`src/rtl/node_pkg.sv`:
```
// Shared definitions for the node-function datapath blocks: default widths,
// internal sum sizing and a generic signed saturate/clip helper.
package node_pkg;

  localparam int DEF_DIN_W = 20;
  localparam int DEF_B_W   = 8;
  localparam int DEF_ACC_W = 22;

  // Wide enough for n_terms products plus a bias no wider than one product.
  function automatic int sum_w(input int din_w, input int n_terms);
    return din_w + $clog2(n_terms) + 1;
  endfunction

  // Clamp a signed value into the representable range of a signed 'width'-bit word.
  function automatic logic signed [63:0] sat_trunc(input logic signed [63:0] value,
                                                   input int width);
    logic signed [63:0] max_v;
    logic signed [63:0] min_v;
    max_v = (64'sd1 <<< (width - 1)) - 64'sd1;
    min_v = -max_v - 64'sd1;
    if (value > max_v) begin
      return max_v;
    end else if (value < min_v) begin
      return min_v;
    end
    return value;
  endfunction

endpackage

```
`src/rtl/node_acc_n_if.sv`:
```
// Term-stream input and neuron-result output bundle of the node accumulator.
interface node_acc_n_if
  import node_pkg::*;
#(
  parameter int DIN_W = DEF_DIN_W,
  parameter int B_W   = DEF_B_W,
  parameter int ACC_W = DEF_ACC_W
) ();

  logic                    clear;
  logic                    relu_en;
  logic                    in_valid;
  logic signed [DIN_W-1:0] din;
  logic signed [B_W-1:0]   b;
  logic                    out_valid;
  logic signed [ACC_W-1:0] dout;
  logic                    sat;
  logic                    busy;

  modport master (
    output clear, relu_en, in_valid, din, b,
    input  out_valid, dout, sat, busy
  );

  modport slave (
    input  clear, relu_en, in_valid, din, b,
    output out_valid, dout, sat, busy
  );

endinterface

```
`src/rtl/node_sat_relu.sv`:
```
// Combinational post-processing of a full-width neuron sum: optional saturation
// (or wrap) to ACC_W, then optional ReLU. The sat flag reflects the pre-ReLU value.
module node_sat_relu
  import node_pkg::*;
#(
  parameter int SUM_W  = 23,
  parameter int ACC_W  = DEF_ACC_W,
  parameter bit SAT_EN = 1'b1
) (
  input  logic signed [SUM_W-1:0] sum_i,
  input  logic                    relu_en_i,
  output logic signed [ACC_W-1:0] res_o,
  output logic                    sat_o
);

  logic signed [63:0]      wide;
  logic signed [ACC_W-1:0] clipped;

  assign wide = 64'(sum_i);

  // NOTE: every output of a combinational block gets a default first, so no path leaves it unassigned (no latch).
  always_comb begin
    clipped = ACC_W'(wide);
    sat_o   = 1'b0;
    if (SAT_EN) begin
      clipped = ACC_W'(sat_trunc(wide, ACC_W));
      sat_o   = (wide != sat_trunc(wide, ACC_W));
    end
    res_o = clipped;
    if (relu_en_i && clipped[ACC_W-1]) begin
      res_o = '0;
    end
  end

endmodule

```
`src/rtl/node_acc_n.sv`:
```
// Neuron accumulator: bias + N_TERMS signed products per neuron, sequenced by an
// internal term counter, with a registered result and one-cycle out_valid pulse.
module node_acc_n
  import node_pkg::*;
#(
  parameter int DIN_W   = DEF_DIN_W,
  parameter int B_W     = DEF_B_W,
  parameter int ACC_W   = DEF_ACC_W,
  parameter int N_TERMS = 4,
  parameter bit SAT_EN  = 1'b1
) (
  input logic         clk,
  input logic         rst,
  node_acc_n_if.slave bus
);

  localparam int SUM_W = sum_w(DIN_W, N_TERMS);
  localparam int CNT_W = (N_TERMS > 1) ? $clog2(N_TERMS) : 1;

  logic [CNT_W-1:0]        cnt_q, cnt_d;
  logic signed [SUM_W-1:0] acc_q, acc_d;
  logic signed [ACC_W-1:0] dout_q, dout_d;
  logic                    sat_q, sat_d;
  logic                    out_valid_q, out_valid_d;

  logic                    is_first;
  logic                    is_last;
  logic signed [SUM_W-1:0] b_ext;
  logic signed [SUM_W-1:0] din_ext;
  logic signed [SUM_W-1:0] sum;
  logic signed [ACC_W-1:0] post_res;
  logic                    post_sat;

  assign is_first = (cnt_q == '0);
  assign is_last  = (cnt_q == CNT_W'(N_TERMS - 1));
  assign b_ext    = SUM_W'(bus.b);
  assign din_ext  = SUM_W'(bus.din);

  // With N_TERMS == 1 the first term is also the last, so the bias joins here too.
  assign sum = (is_first ? b_ext : acc_q) + din_ext;

  node_sat_relu #(
    .SUM_W (SUM_W),
    .ACC_W (ACC_W),
    .SAT_EN(SAT_EN)
  ) u_sat_relu (
    .sum_i    (sum),
    .relu_en_i(bus.relu_en),
    .res_o    (post_res),
    .sat_o    (post_sat)
  );

  always_comb begin
    cnt_d       = cnt_q;
    acc_d       = acc_q;
    dout_d      = dout_q;
    sat_d       = sat_q;
    out_valid_d = 1'b0;
    if (bus.clear) begin
      cnt_d = '0;
      acc_d = '0;
    end else if (bus.in_valid) begin
      if (is_last) begin
        cnt_d       = '0;
        acc_d       = '0;
        dout_d      = post_res;
        sat_d       = post_sat;
        out_valid_d = 1'b1;
      end else begin
        cnt_d = cnt_q + CNT_W'(1);
        acc_d = sum;
      end
    end
  end

  // NOTE: registers use non-blocking assignments so every flop samples pre-edge values.
  always_ff @(posedge clk or posedge rst) begin
    if (rst) begin
      cnt_q       <= '0;
      acc_q       <= '0;
      dout_q      <= '0;
      sat_q       <= 1'b0;
      out_valid_q <= 1'b0;
    end else begin
      cnt_q       <= cnt_d;
      acc_q       <= acc_d;
      dout_q      <= dout_d;
      sat_q       <= sat_d;
      out_valid_q <= out_valid_d;
    end
  end

  assign bus.out_valid = out_valid_q;
  assign bus.dout      = dout_q;
  assign bus.sat       = sat_q;
  assign bus.busy      = (cnt_q != '0);

endmodule
```
`src/flat_wrapper.sv`:
```
// flat-port wrapper written by rule: the top's interface ports become plain ports
module node_acc_n_flat import node_pkg::*;
#(
  parameter int DIN_W   = DEF_DIN_W,
  parameter int B_W     = DEF_B_W,
  parameter int ACC_W   = DEF_ACC_W,
  parameter int N_TERMS = 4,
  parameter bit SAT_EN  = 1'b1
)
  (clk, rst, bus_clear, bus_relu_en, bus_in_valid, bus_din, bus_b, bus_out_valid, bus_dout, bus_sat, bus_busy);
  node_acc_n_if #(.DIN_W(DIN_W), .B_W(B_W), .ACC_W(ACC_W)) bus_i ();
  input logic clk;
  input logic rst;
  input wire logic [$bits(bus_i.clear)-1:0] bus_clear;
  input wire logic [$bits(bus_i.relu_en)-1:0] bus_relu_en;
  input wire logic [$bits(bus_i.in_valid)-1:0] bus_in_valid;
  input wire logic [$bits(bus_i.din)-1:0] bus_din;
  input wire logic [$bits(bus_i.b)-1:0] bus_b;
  output wire logic [$bits(bus_i.out_valid)-1:0] bus_out_valid;
  output wire logic [$bits(bus_i.dout)-1:0] bus_dout;
  output wire logic [$bits(bus_i.sat)-1:0] bus_sat;
  output wire logic [$bits(bus_i.busy)-1:0] bus_busy;
  assign bus_i.clear = bus_clear;
  assign bus_i.relu_en = bus_relu_en;
  assign bus_i.in_valid = bus_in_valid;
  assign bus_i.din = bus_din;
  assign bus_i.b = bus_b;
  assign bus_out_valid = bus_i.out_valid;
  assign bus_dout = bus_i.dout;
  assign bus_sat = bus_i.sat;
  assign bus_busy = bus_i.busy;
  node_acc_n #(.DIN_W(DIN_W), .B_W(B_W), .ACC_W(ACC_W), .N_TERMS(N_TERMS), .SAT_EN(SAT_EN)) u_core (.clk(clk), .rst(rst), .bus(bus_i));
endmodule
```
`config.mk`:
```
export PLATFORM = sky130hd
export DESIGN_NAME = node_acc_n_flat
export DESIGN_NICKNAME = d
export VERILOG_FILES = /design/src/rtl/node_pkg.sv /design/src/rtl/node_acc_n_if.sv /design/src/rtl/node_sat_relu.sv /design/src/rtl/node_acc_n.sv /design/src/flat_wrapper.sv
export SDC_FILE = /design/constraint.sdc
export NUM_CORES = 1
export LEC_CHECK = 0
export BUFFER_PORTS_ARGS = -buffer_cell sky130_fd_sc_hd__buf_2
export CELL_PAD_IN_SITES_DETAIL_PLACEMENT = 0
export CELL_PAD_IN_SITES_GLOBAL_PLACEMENT = 1
export CORE_MARGIN = 10
export CORE_UTILIZATION = 43
export DETAILED_ROUTE_END_ITERATION = 7
export GPL_ROUTABILITY_DRIVEN = 0
export PLACE_DENSITY = 0.9
export SLEW_MARGIN = 20
export SYNTH_ARGS = -nofsm -noshare
export SYNTH_HDL_FRONTEND = slang
export SYNTH_SLANG_ARGS = --single-unit
```
`constraint.sdc`:
```
create_clock -name clk -period 3.8 [get_ports clk]
set_input_delay 0.76 -clock clk [delete_from_list [all_inputs] [get_ports clk]]
set_output_delay 0.76 -clock clk [all_outputs]
set_load 0.01 [all_outputs]
```
After elaboration in Yosys (flattened, before gate mapping)
Cells that the tools add are included.

operators by class
  add/sub/neg operators = 2
  $lt $le $gt $ge = 2
  div/mod/pow operators = 0
  multiplexer cells = 16
  bitwise operators = 1
  multiply operators = 0
  shifts and indexed selects = 0
  reduce and logical (&&, ||, !) cells = 5
  equality and inequality tests = 2

operator list
  cell                                                          count
  two-way mux 64 bit                                            3
  two-way mux 23 bit                                            4
  inequality test 23 x 64 -> 1 bit                              1
  adder 23 x 20 -> 23 bit                                       1
  > comparator 23 x 22 -> 1 bit, second input constant          1
  less-than comparator 23 x 22 -> 1 bit, second input constant  1
  two-way mux 22 bit                                            1
  two-way mux 2 bit                                             3
  two-way mux 1 bit                                             5
  nonzero test 2 bit                                            2
  AND reduction 3 bit                                           1
  adder 2 x 1 -> 2 bit, second input constant                   1
  == test 2 bit, second input constant                          1
  zero test 2 bit                                               1
  logical AND 1 bit                                             1
  NOT 1 bit                                                     1

word-level totals
  input bits = 33
  bits in read-only memories = 0
  latch bits = 0
  output and inout bits = 25
  word-level logic and storage cells = 33
  flip-flop bits (word level) = 49
  bits in writable memories = 0
  memories kept = 0

Logic depth before layout (Yosys ltp)
  depth in word-level cells = 9
  mapped depth = 17
  mapped depth without buffers = 14

By module
From an unflattened synthesis, not the netlist that was laid out.

unflattened totals
  cell total of the unflattened synthesis = 449
  area, all modules = 3683.5 µm²

by module, submodules not included
  module         cells each  area an instance (µm²)  times used
  node_acc_n     375         3250.6                  1
  node_sat_relu  74          432.9                   1

Worst setup path after synthesis
No wires, ideal clock.

  path kind = reg-to-reg
  start = register u_core.cnt_q[0]
  end = register u_core.dout_q[14] (netlist: u_core.bus.dout[14])
  stages on the path, launching flop included = 18
  buffers on the path = 3
  setup slack = 325 ps
  data required time = 3677 ps
  setup time = 123 ps
  data arrival time = 3353 ps
  path through = dfrtp_1 -> inv_1 -> ha_1 -> clkbuf_1 -> clkbuf_1 -> mux2_2 -> ha_1 -> inv_1 -> fa_1 -> nand2b_1 -> a21oi_1 -> o2111ai_1 -> o2bb2ai_2 -> o31ai_4 -> xnor2_2 -> a21oi_4 -> buf_6 -> a21oi_1

on the way
  word-level cells in the longest chain between the ends = 9
  elaborated cells between the ends (all ways) = 13
  classes of those cells = add/sub (1); order compare (2); eq/ne (1); mux (6); reduce/logical (3)

RTL lines
  element                                RTL line             RTL
  start: declaration                     node_acc_n.sv:20     logic [CNT_W-1:0] cnt_q, cnt_d;
  start signal: assignment               node_acc_n.sv:85     cnt_q <= cnt_d;
  zero test 2 bit                        node_acc_n.sv:34     assign is_first = (cnt_q == '0);
  two-way mux 23 bit                     node_acc_n.sv:40     assign sum = (is_first ? b_ext : acc_q) + din_ext;
  adder 23 x 20 -> 23 bit                node_acc_n.sv:40
  less-than comparator 23 x 22 -> 1 bit  node_pkg.sv:23       end else if (value < min_v) begin
  two-way mux 1 bit                      node_pkg.sv:23
  two-way mux 1 bit                      node_pkg.sv:21       if (value > max_v) begin
  two-way mux 64 bit                     node_pkg.sv:26       return value;
  logical AND 1 bit                      node_sat_relu.sv:30  if (relu_en_i && clipped[ACC_W-1]) begin
  two-way mux 22 bit                     node_sat_relu.sv:30
  end signal: assignment                 node_acc_n.sv:87     dout_q <= dout_d;
  end: declaration                       node_acc_n.sv:22     logic signed [ACC_W-1:0] dout_q, dout_d;

Parallel ways exist; a longest one is shown, timed or not.
A chain may end at the register's enable or synchronous reset.

Worst setup path after layout
  start = register u_core.cnt_q[0]
  end = register u_core.sat_q (netlist: u_core.bus.sat)

on the way
  word-level cells in the longest chain between the ends = 8
  elaborated cells between the ends (all ways) = 12
  classes of those cells = add/sub (1); order compare (2); eq/ne (2); mux (5); reduce/logical (2)

RTL lines
  element                                RTL line             RTL
  zero test 2 bit                        node_acc_n.sv:34
  two-way mux 23 bit                     node_acc_n.sv:40
  adder 23 x 20 -> 23 bit                node_acc_n.sv:40
  less-than comparator 23 x 22 -> 1 bit  node_pkg.sv:23
  two-way mux 1 bit                      node_pkg.sv:23
  two-way mux 1 bit                      node_pkg.sv:21
  two-way mux 64 bit                     --
  inequality test 23 x 64 -> 1 bit       node_sat_relu.sv:27  sat_o = (wide != sat_trunc(wide, ACC_W));
  end signal: assignment                 node_acc_n.sv:88     sat_q <= sat_d;
  end: declaration                       node_acc_n.sv:23     logic sat_q, sat_d;

Parallel ways exist; a longest one is shown, timed or not.

==> results by group <==
Run status
  – Status: complete, no violations

Die
  – I/O pin count: a little under 60
  – Chip height: 110 um
  – Starting density of the core: 44.6%
  – Die area: about 12000 um^2
  – Core ar.: 7810 um^2
  – DIE WIDTH: 110 um
  – Std cell rows: 32

Worst hold path
  – Hold Path Class: flop to flop

Detailed routing
  – Routed WL: 9090 um
  – First DRT Iteration DRCs: 142
  – DR WL/cell: 16.3 um
  – Vias/cell: 5.37
  – DR DRC count: 0
  – Drt pass-1 iters: 4
  – Via count: 2992
  – Post-DRT Antenna Nets: 0

Critical path
  – CP endpoint kind: flop
  – Critical-path maximum fanout: 14
  – Setup CP Type: flop to flop
  – CP arrival: 3.76 ns
  – Startpoint types: flop
  – Required @ worst endpoint: 3.99 ns

STA
  – Worst-Margin Slew: 0.875 ns
  – RSZ-0062 raised after global routing: false
  – Slew headroom: 41.6%
  – Fmax: about 280 MHz
  – Setup TNS: 0 ns
  – Final Skew: 0.00777 ns
  – Final Hold Fails: 0
  – Time the worst path needs with I/O delays and setup: 3.57 ns
  – Crit share post-route: 93.9%
  – Slew Limit Fails: 0
  – Final Setup Violations: 0

GRT
  – Antenna violations before repair: 0
  – Vias in the first global route: 3027
  – Pin count of the biggest net entering global routing: 50
  – All-Layer GR Usage: 15.2%
  – Gr ovfl total: 0
  – First-pass GRT wire length: 15000 um

Clocking
  – Clock transition at the registers of the reported paths: 0.10 ns
  – Max Root-Sink Buffers: 2
  – CTS tree: yes
  – CTS Sinks: 49
  – Depth of the CTS H-tree: 2
  – Clock root buffer: clkbuf_8
  – Clk_lat worst skew: approximately 0.31 ns
  – Hold-fix buffers, CTS: 0
  – Clock buffer count from CTS: 5

Logic synthesis
  – Avg Cell Area, Syn: 9.22 um^2
  – Most numerous cell in the Yosys netlist: dfrtp_1
  – Post-synthesis sequential area ratio: 35.2%
  – Synth top area share: 35.2%
  – Mapped Cells: 378
  – Syn nets: 437
  – Synth Flop Type: dfrtp_1
  – Post-synth top cells: 49 x dfrtp_1, 36 x a21oi_1, 30 x inv_1, 30 x nor2_1, 27 x o21ai_0
  – Yosys top cell by area: dfrtp_1
  – Yosys reg bits: between 40 and 50
  – Synth top area cells: dfrtp_1 35%, ha_1 9.0%, a22o_1 5.3%
  – Synth cell types: 55
  – Cell area after synthesis: 3480 um^2
  – Fraction of registers with async set/reset: 100%
  – EDFF count, synth: 0
  – Warning count from the yosys run: 0

Finish
  – Register area: 1230 um^2
  – Fin util: a little over half
  – Share of cells above drive strength 1: roughly 29%
  – Design area: 4190 um^2
  – Area occupied by multi-input gates: 2050 um^2
  – Total Nets Final: 513
  – Fillers: between 700 and 800
  – # diodes: 0
  – Synthesis-to-layout area growth: 20.3%

Placement
  – PortBufs: between 50 and 60
  – Placement Cell Area: 3980 um^2
  – Post-DP HPWL: 6810 um

Pwr
  – PwrDens: 510 nW/um^2
  – Leakage: 2.02 nW
  – Peak VDD IR: ~0.29 mV

Flow run
  – Max-Cap Viols: 0
==> worst max-delay path, stage by stage (launching register included) <==
cell and delay, ns:
dfrtp_1 0.40, inv_1 0.07, ha_1 0.24, buf_12 0.15, mux2_2 0.22, ha_1 0.16, inv_1 0.06, fa_1 0.40
nand2b_1 0.20, a21oi_2 0.17, o2111ai_2 0.20, o2bb2ai_2 0.22, o31ai_4 0.33, xnor2_4 0.22, buf_12 0.19, xor2_1 0.14
o21ai_0 0.08
==> metal layers <==
layer  wire (um)  GRT usage (%)
met1        4210           19.4
met2        4260           25.2
met3         522           3.89
met4          94           3.81
met5           0              0
==> cells by family after synthesis <==
group	after synthesis	synth area share (%)
xor+xnor	21	5.49
fa+ha+maj	26	9.55
simple gates	77	10.6
compound gates	148	29.2
flops	49	35.2
mux	8	2.55
buf+inv	49	7.47
==> state kept, by name (all words and copies together) (netlist names) <==
signal	count
u_core.acc_q	23
u_core.bus.dout	22
u_core.cnt_q	2
u_core.bus.out_valid	1
u_core.bus.sat	1
==> report_power, final <==
group	switching [mW]	leakage, nW	internal, mW
Combinational	0.586	1.32	0.465
Clock	0.194	0.0585	0.198
Sequential	0.0612	0.648	0.634
Total	0.842	2.02	1.30
==> final timing paths <==
check                                startpoint            endpoint  slack (ns)  depth (start not counted)
worst max register to register  u_core.cnt_q[0]      u_core.bus.sat        0.23                         16
worst min-delay path             u_core.bus.sat      u_core.bus.sat        0.48                          2
worst min register to register   u_core.bus.sat      u_core.bus.sat        0.48                          2
min in group asynchronous                   rst  u_core.bus.dout[2]        0.59                          2
worst max-delay path            u_core.cnt_q[0]      u_core.bus.sat        0.23                         16
max in group asynchronous                   rst    u_core.acc_q[14]        2.69                          2
==> layout make-up <==
type / instances / share of cell area (%)
Sequential cell: 49 / 29.2
Timing Repair Buffer: 87 / 13.4
Multi-Input combinational cell: 281 / 48.9
Clock buffer: 5 / 1.64
Clock inverter: 3 / 1.04
Tap cell: 102 / 3.04
Inverter: 30 / 2.72
==> cell usage in the layout (no fill, tap or decap), types with 4 or more instances in the layout <==
cell and instances:
xnor2_1 14, a22o_1 21, nand2_1 21, inv_1 29, and3_1 4, ha_1 25, nor3_1 4, nor2_1 30
a21oi_1 35, buf_12 4, o21bai_1 4, buf_2 57, o21ai_1 19, o21ai_0 27, clkbuf_8 5, xor2_1 6
buf_4 26, mux2_2 7, a21oi_2 10, a21o_1 8, dfrtp_1 49
==> timing repair <==
item,4_1_cts,5_1_grt
resized for setup,1,3
pin swaps,1,3
buffers inserted,0,7
setup endpoints to repair,21,23
cloned,1,0
==> per-stage QoR <==
step | hold WS [ns] | cells | worst slack, ns | total power [mW]
global placement | 0.465 | 541 | -0.0285 | 1.69
floorplan | 0.446 | 378 | 0.325 | 1.40
global route | 0.521 | 557 | 0.0281 | 2.30
CTS | 0.491 | 550 | 0.00669 | 2.12
detailed placement | 0.466 | 541 | -0.135 | 1.71
finish | 0.482 | 557 | 0.230 | 2.14
No activity file was read; power rests on OpenSTA's default activity.
